[src/rtl/vga_timing_pkg.sv]
// Shared types for the VGA/DVI timing generator.
// Axis state encoding and the packed shadow bundle for one axis.
package vga_timing_pkg;

    localparam int DEF_CW = 12;

    typedef enum logic [2:0] {
        ST_IDLE,
        ST_SYNC,
        ST_BP,
        ST_ACTIVE,
        ST_FP
    } axis_state_e;

    typedef struct packed {
        logic [DEF_CW-1:0] sync;
        logic [DEF_CW-1:0] bp;
        logic [DEF_CW-1:0] active;
        logic [DEF_CW-1:0] fp;
    } timing_t;

endpackage

[src/rtl/vga_axis_fsm.sv]
// One timing axis: state, down-counter, zero-length clamp,
// shadowed field lengths and the active-index counter.
module vga_axis_fsm
    import vga_timing_pkg::*;
#(
    parameter int CW = DEF_CW
) (
    input  logic          CLK,
    input  logic          RST,
    input  logic          adv_i,
    input  logic          cap_i,
    input  timing_t       fld_i,
    input  logic          pol_i,
    output axis_state_e   st_d_o,
    output logic [CW-1:0] cnt_d_o,
    output logic [CW-1:0] idx_d_o,
    output logic          pol_d_o,
    output logic          sync_ent_o,
    output logic          line_end_o
);

    axis_state_e   st_q, st_d;
    logic [CW-1:0] cnt_q, cnt_d;
    logic [CW-1:0] idx_q, idx_d;
    timing_t       shd_q, shd_d;
    logic          pol_q, pol_d;
    logic          cap, last;

    function automatic logic [CW-1:0] flen(axis_state_e s, timing_t t);
        logic [DEF_CW-1:0] v;
        case (s)
            ST_SYNC:   v = t.sync;
            ST_BP:     v = t.bp;
            ST_ACTIVE: v = t.active;
            default:   v = t.fp;
        endcase
        return (v == '0) ? CW'(1) : CW'(v);
    endfunction

    assign last       = (cnt_q <= CW'(1));
    assign cap        = cap_i | (adv_i & (st_q == ST_IDLE));
    assign sync_ent_o = adv_i & ((st_q == ST_IDLE) | ((st_q == ST_FP) & last));
    assign line_end_o = adv_i & (st_q == ST_FP) & last;

    always_comb begin
        st_d  = st_q;
        cnt_d = cnt_q;
        idx_d = idx_q;
        shd_d = shd_q;
        pol_d = pol_q;
        if (adv_i) begin
            // Captured values apply to the length loaded on this same edge
            if (cap) begin
                shd_d = fld_i;
                pol_d = pol_i;
            end
            if (st_q == ST_IDLE || last) begin
                unique case (st_q)
                    ST_IDLE:   st_d = ST_SYNC;
                    ST_SYNC:   st_d = ST_BP;
                    ST_BP:     st_d = ST_ACTIVE;
                    ST_ACTIVE: st_d = ST_FP;
                    ST_FP:     st_d = ST_SYNC;
                    default:   st_d = ST_IDLE;
                endcase
                cnt_d = flen(st_d, shd_d);
            end else begin
                cnt_d = cnt_q - CW'(1);
            end
            idx_d = (st_q == ST_ACTIVE && st_d == ST_ACTIVE)
                  ? idx_q + CW'(1) : '0;
        end
    end

    always_ff @(posedge CLK or posedge RST) begin
        if (RST) begin
            st_q  <= ST_IDLE;
            cnt_q <= '0;
            idx_q <= '0;
            shd_q <= '0;
            pol_q <= 1'b0;
        end else begin
            st_q  <= st_d;
            cnt_q <= cnt_d;
            idx_q <= idx_d;
            shd_q <= shd_d;
            pol_q <= pol_d;
        end
    end

    assign st_d_o  = st_d;
    assign cnt_d_o = cnt_d;
    assign idx_d_o = idx_d;
    assign pol_d_o = pol_d;

endmodule

[src/rtl/vga_timing_gen.sv]
// VGA/DVI timing generator with CE, frame-synchronous shadows and strobes.
// Define VGA_TIMING_TESTPAT_EN to build the grid/ramp test pattern on GEN_RGB.
module vga_timing_gen
    import vga_timing_pkg::*;
#(
    parameter int CW    = DEF_CW,
    parameter int RGB_W = 24
) (
    input  logic             CLK,
    input  logic             RST,
    input  logic             CE,
    input  logic [CW-1:0]    H_SYNC,
    input  logic [CW-1:0]    H_BACK_PORCH,
    input  logic [CW-1:0]    H_ACTIVE,
    input  logic [CW-1:0]    H_FRONT_PORCH,
    input  logic [CW-1:0]    V_SYNC,
    input  logic [CW-1:0]    V_BACK_PORCH,
    input  logic [CW-1:0]    V_ACTIVE,
    input  logic [CW-1:0]    V_FRONT_PORCH,
    input  logic             H_SYNC_POL,
    input  logic             V_SYNC_POL,
    output logic             GEN_ACTIVE,
    output logic             GEN_HSYNC,
    output logic             GEN_VSYNC,
    output logic             GEN_HSYNCP,
    output logic             GEN_VSYNCP,
    output logic [CW-1:0]    GEN_HCNT,
    output logic [CW-1:0]    GEN_VCNT,
    output logic             GEN_SOF,
    output logic             GEN_EOL,
    output logic [RGB_W-1:0] GEN_RGB
);

    timing_t       h_fld, v_fld;
    axis_state_e   h_st, v_st;
    logic [CW-1:0] h_cnt, v_cnt, h_idx, v_idx;
    logic          h_pol, v_pol, h_ent, v_ent, h_lend, v_lend;
    logic          unused_ok;

    assign h_fld = '{sync: DEF_CW'(H_SYNC), bp: DEF_CW'(H_BACK_PORCH),
                     active: DEF_CW'(H_ACTIVE), fp: DEF_CW'(H_FRONT_PORCH)};
    assign v_fld = '{sync: DEF_CW'(V_SYNC), bp: DEF_CW'(V_BACK_PORCH),
                     active: DEF_CW'(V_ACTIVE), fp: DEF_CW'(V_FRONT_PORCH)};

    vga_axis_fsm #(.CW(CW)) u_h (
        .CLK(CLK), .RST(RST), .adv_i(CE), .cap_i(v_ent),
        .fld_i(h_fld), .pol_i(H_SYNC_POL),
        .st_d_o(h_st), .cnt_d_o(h_cnt), .idx_d_o(h_idx), .pol_d_o(h_pol),
        .sync_ent_o(h_ent), .line_end_o(h_lend)
    );

    vga_axis_fsm #(.CW(CW)) u_v (
        .CLK(CLK), .RST(RST), .adv_i(CE & h_lend), .cap_i(v_ent),
        .fld_i(v_fld), .pol_i(V_SYNC_POL),
        .st_d_o(v_st), .cnt_d_o(v_cnt), .idx_d_o(v_idx), .pol_d_o(v_pol),
        .sync_ent_o(v_ent), .line_end_o(v_lend)
    );

    assign unused_ok = ^{h_ent, v_lend, v_cnt};

    logic          act_d, hs_d, vs_d, hsp_d, vsp_d, sof_d, eol_d;
    logic          act_q, hs_q, vs_q, hsp_q, vsp_q, sof_q, eol_q;
    logic [CW-1:0] hcnt_q, vcnt_q;

    // Outputs register the axes' next state so they move with the FSMs
    assign act_d = (h_st == ST_ACTIVE) & (v_st == ST_ACTIVE);
    assign hs_d  = (h_st == ST_SYNC);
    assign vs_d  = (v_st == ST_SYNC);
    assign hsp_d = (h_st != ST_IDLE) & (hs_d ~^ h_pol);
    assign vsp_d = (v_st != ST_IDLE) & (vs_d ~^ v_pol);
    assign sof_d = act_d & (h_idx == '0) & (v_idx == '0);
    assign eol_d = act_d & (h_cnt == CW'(1));

    always_ff @(posedge CLK or posedge RST) begin
        if (RST) begin
            act_q  <= 1'b0;
            hs_q   <= 1'b0;
            vs_q   <= 1'b0;
            hsp_q  <= 1'b0;
            vsp_q  <= 1'b0;
            sof_q  <= 1'b0;
            eol_q  <= 1'b0;
            hcnt_q <= '0;
            vcnt_q <= '0;
        end else if (CE) begin
            act_q  <= act_d;
            hs_q   <= hs_d;
            vs_q   <= vs_d;
            hsp_q  <= hsp_d;
            vsp_q  <= vsp_d;
            sof_q  <= sof_d;
            eol_q  <= eol_d;
            hcnt_q <= h_idx;
            vcnt_q <= v_idx;
        end
    end

    assign GEN_ACTIVE = act_q;
    assign GEN_HSYNC  = hs_q;
    assign GEN_VSYNC  = vs_q;
    assign GEN_HSYNCP = hsp_q;
    assign GEN_VSYNCP = vsp_q;
    assign GEN_SOF    = sof_q;
    assign GEN_EOL    = eol_q;
    assign GEN_HCNT   = hcnt_q;
    assign GEN_VCNT   = vcnt_q;

`ifdef VGA_TIMING_TESTPAT_EN
    localparam int S = RGB_W / 3;
    logic [S-1:0]     ramp;
    logic [RGB_W-1:0] rgb_d, rgb_q;

    assign ramp = S'({h_idx[7:0], {S{1'b0}}} >> 8);

    always_comb begin
        rgb_d = '0;
        if (act_d) begin
            if (h_idx[3:0] == 4'd0 || v_idx[3:0] == 4'd0) begin
                rgb_d = '1;
            end else begin
                unique case (v_idx[5:4])
                    2'd0:    rgb_d = RGB_W'({ramp, ramp, ramp});
                    2'd1:    rgb_d = RGB_W'({ramp, {2*S{1'b0}}});
                    2'd2:    rgb_d = RGB_W'({{S{1'b0}}, ramp, {S{1'b0}}});
                    default: rgb_d = RGB_W'({{2*S{1'b0}}, ramp});
                endcase
            end
        end
    end

    always_ff @(posedge CLK or posedge RST) begin
        if (RST) rgb_q <= '0;
        else if (CE) rgb_q <= rgb_d;
    end

    assign GEN_RGB = rgb_q;
`else
    assign GEN_RGB = '0;
`endif

endmodule

[config.mk]
export PLATFORM = sky130hd
export DESIGN_NAME = vga_timing_gen
export DESIGN_NICKNAME = d
export VERILOG_FILES = /design/src/rtl/vga_timing_pkg.sv /design/src/rtl/vga_axis_fsm.sv /design/src/rtl/vga_timing_gen.sv
export SDC_FILE = /design/constraint.sdc
export NUM_CORES = 1
export LEC_CHECK = 0
export CELL_PAD_IN_SITES_DETAIL_PLACEMENT = 1
export CELL_PAD_IN_SITES_GLOBAL_PLACEMENT = 1
export CORE_MARGIN = 8
export CORE_UTILIZATION = 50
export CTS_CLUSTER_DIAMETER = 40
export DETAILED_ROUTE_END_ITERATION = 10
export DONT_BUFFER_PORTS = 1
export MAX_ROUTING_LAYER = met4
export PLACE_DENSITY_LB_ADDON = 0.25
export SETUP_SLACK_MARGIN = 0.4
export SLEW_MARGIN = 20
export SYNTH_ARGS = -nofsm -noshare
export SYNTH_HDL_FRONTEND = slang
export SYNTH_HIERARCHICAL = 1
export SYNTH_SLANG_ARGS = --single-unit
[constraint.sdc]
create_clock -name CLK -period 5.9 [get_ports CLK]
set_input_delay 0.885 -clock CLK [delete_from_list [all_inputs] [get_ports CLK]]
set_output_delay 0.885 -clock CLK [all_outputs]
set_load 0.01 [all_outputs]
==> impl_metrics.json <==
{
  "die_h_um": 157,
  "dp_hpwl_mm": 19.3,
  "cts-root-buf": "clkbuf_16",
  "drc": 0,
  "syn_to_final_growth_pct": 6.82,
  "finalWeightedCongestion": 0.841,
  "final_nets": 1068,
  "cap_violations": 0,
  "num_rows": 51,
  "vias": 7574,
  "post-cts-setup-buffers": 0,
  "viasPerCell": 6.12,
  "cp_top_family": "simple AND/OR/NAND/NOR gates",
  "final.fill_count": 2165,
  "holdCritPathClass": "in -> async",
  "dp_cells": 1206,
  "rsz0062_at_grt": "false",
  "path_cells": "nor4_1 -> nand2_1 -> or4_1 -> inv_1 -> nand2_1 -> nor2_1 -> and2_1 -> buf_4 -> or4b_2 -> nand2_2 -> mux2_2 -> a21oi_1 -> nor3b_1 -> nor4bb_1 -> a21o_1",
  "ioPinCount": 156,
  "ant_nets": 0,
  "end_kind": "flop",
  "grt_util_all_layers_pct": 23.3,
  "ctsHoldBuffers": 0,
  "grt_max_degree": 77,
  "antenna_found_initial": 1,
  "critical_path_class": "reg -> reg",
  "start_util_pct": 50.8,
  "ir_drop_v": 0.000194,
  "avgSynthCellArea_um2": 9.98,
  "cts_inserted_buffers": 17,
  "setup_tns_ns": 0,
  "path_buf_inv": 2,
  "fin_crit_ns": 4.99,
  "tritoncts": "yes",
  "fmax_ghz": 0.201,
  "max_slew.worst_pin.slew_ns": 1.11,
  "post-route-period-util_pct": 84.5,
  "finalSetupViolations": 0,
  "dieWidth_um": 157,
  "p_total_uw": 3070,
  "fin_worst_skew_ns": 0.0112,
  "die_area_um2": 24500,
  "p_leak_uw": 0.00474,
  "cp_slowest_cell": "or4b_2",
  "cellPowerDensity_nw_per_um2": 291,
  "clk_pin_slew_ns": 0.07,
  "instances_no_fill": 1238,
  "design_area_um2": 10600,
  "placed_area_um2": 9970,
  "max_stage_delay_ns": 0.84,
  "slew_violations": 0,
  "clkLatencyLatePin_ns": 0.43,
  "grt_overflow_total": 0,
  "drt-total-wl_mm": 27.4,
  "wl_per_cell_um": 22.1,
  "dr.pass1.iters": 5,
  "yosysWarnings": 6,
  "htree_levels": 4,
  "postSynthCellCount": 990,
  "start_kind": "flop",
  "cts.sinks": 183,
  "netlist_area_um2": 9880,
  "crit_fanout": 41,
  "drtIter0Drc": 481,
  "crit_top_cell": "nand2_1",
  "grt_pass1_wl_mm": 44.0,
  "core_um2": 19500,
  "r2r_slack_ns": 0.91,
  "grt_pass1_vias": 7930,
  "status": "completed",
  "finalHoldViolations": 0,
  "crit_arrival_ns": 5.35,
  "numPortBuffers": 0,
  "max-clock-path-buffers": 2,
  "slew_headroom_pct": 25.6,
  "cp.required_ns": 6.26,
  "drive_gt1_share_pct": 20.3
}
## layout make-up
cell class              count  area [um2]  area share, %
diodes                      1        2.50         0.0237
clock buffers              17         425           4.03
clock inverters            13         123           1.16
inverters                  22        83.8          0.794
multi-input cells         719        4850           46.0
flip-flops and latches    183        4580           43.4
well taps                 265         332           3.14
repair buffers             18         159           1.51
## placed cells by master (no fill, tap or decap), drive strengths merged, types with 4 or more instances in the layout
cell / instances
o2111ai: 4
o21ai: 70
nor2b: 4
and3: 10
clkinv: 8
a222oi: 10
and2: 4
buf: 18
o31ai: 7
nand3: 51
clkbuf: 17
mux2: 129
nand2b: 5
nor4: 17
or4: 6
o21a: 4
xnor2: 4
nand2: 111
nor3: 13
nor3b: 9
mux2i: 4
nand4: 7
conb: 24
a21oi: 53
a22o: 13
xor2: 12
nor2: 49
o22ai: 9
inv: 25
and4: 7
ha: 6
or3: 10
a31oi: 13
a22oi: 8
a32o: 4
dfrtp: 183
## through the flow
step | hold slack (ns) | setup WS, ns | utilization (%)
final | 0.375 | 0.915 | 54.2
after global routing | 0.386 | 0.512 | 54.2
after CTS | 0.432 | 0.617 | 54.1
after detailed placement | 0.487 | 0.635 | 51.2
after global placement | 0.481 | 0.851 | 51.2
after floorplan | 0.464 | 1.48 | -
## power breakdown
| part | internal (uW) | switching (uW) |
|---|---|---|
| Sequential | 1390 | 103 |
| Combinational | 215 | 270 |
| Clock | 584 | 509 |
## sequential cells by signal (all words and copies together) (netlist names)
register / cells
GEN_ACTIVE: 1
GEN_EOL: 1
GEN_HCNT: 12
GEN_HSYNC: 1
GEN_HSYNCP: 1
GEN_SOF: 1
GEN_VCNT: 12
GEN_VSYNC: 1
GEN_VSYNCP: 1
u_h/cnt_q: 12
u_h/idx_q: 12
u_h/pol_q: 1
u_h/shd_q: 48
u_h/st_q: 3
u_v/cnt_q: 12
u_v/idx_q: 12
u_v/pol_q: 1
u_v/shd_q: 48
u_v/st_q: 3
## what timing repair did
action / CTS / global route
endpoints found under the hold margin: 0 / 0
setup endpoints to repair: 0 / 3
resized for setup: 0 / 2
## layer usage
| metal | share of wire [%] | routed length [um] | GRT usage (%) |
|---|---|---|---|
| met1 | 42 | 11400 | 28.4 |
| met2 | 51 | 13900 | 38.1 |
| met3 | 5.8 | 1600 | 5.13 |
| met4 | 1.8 | 492 | 7.05 |
| met5 | 0 | 0 | - |
## final timing paths
| kind | startpoint | end | depth (start not counted) |
|---|---|---|---|
| max reg2reg | u_h/cnt_q[6] | u_v/cnt_q[0] | 15 |
| max in group asynchronous | RST | u_v/shd_q[45] | 2 |
| max | u_h/cnt_q[6] | u_v/cnt_q[0] | 15 |
| min | RST | u_h/idx_q[7] | 2 |
| min in group CLK | u_h/shd_q[45] | u_h/shd_q[45] | 1 |
| min reg2reg | u_h/shd_q[45] | u_h/shd_q[45] | 1 |
## worst register-to-register path: stages, from the launching register on
cell and delay, ns:
dfrtp_1 0.43, nor4_1 0.30, nand2_1 0.12, or4_1 0.63, inv_1 0.12, nand2_1 0.11
nor2_1 0.11, and2_1 0.15, buf_4 0.35, or4b_2 0.84, nand2_2 0.40, mux2_2 0.38
a21oi_1 0.24, nor3b_1 0.28, nor4bb_1 0.32, a21o_1 0.15
No activity file was read; power rests on OpenSTA's default activity.
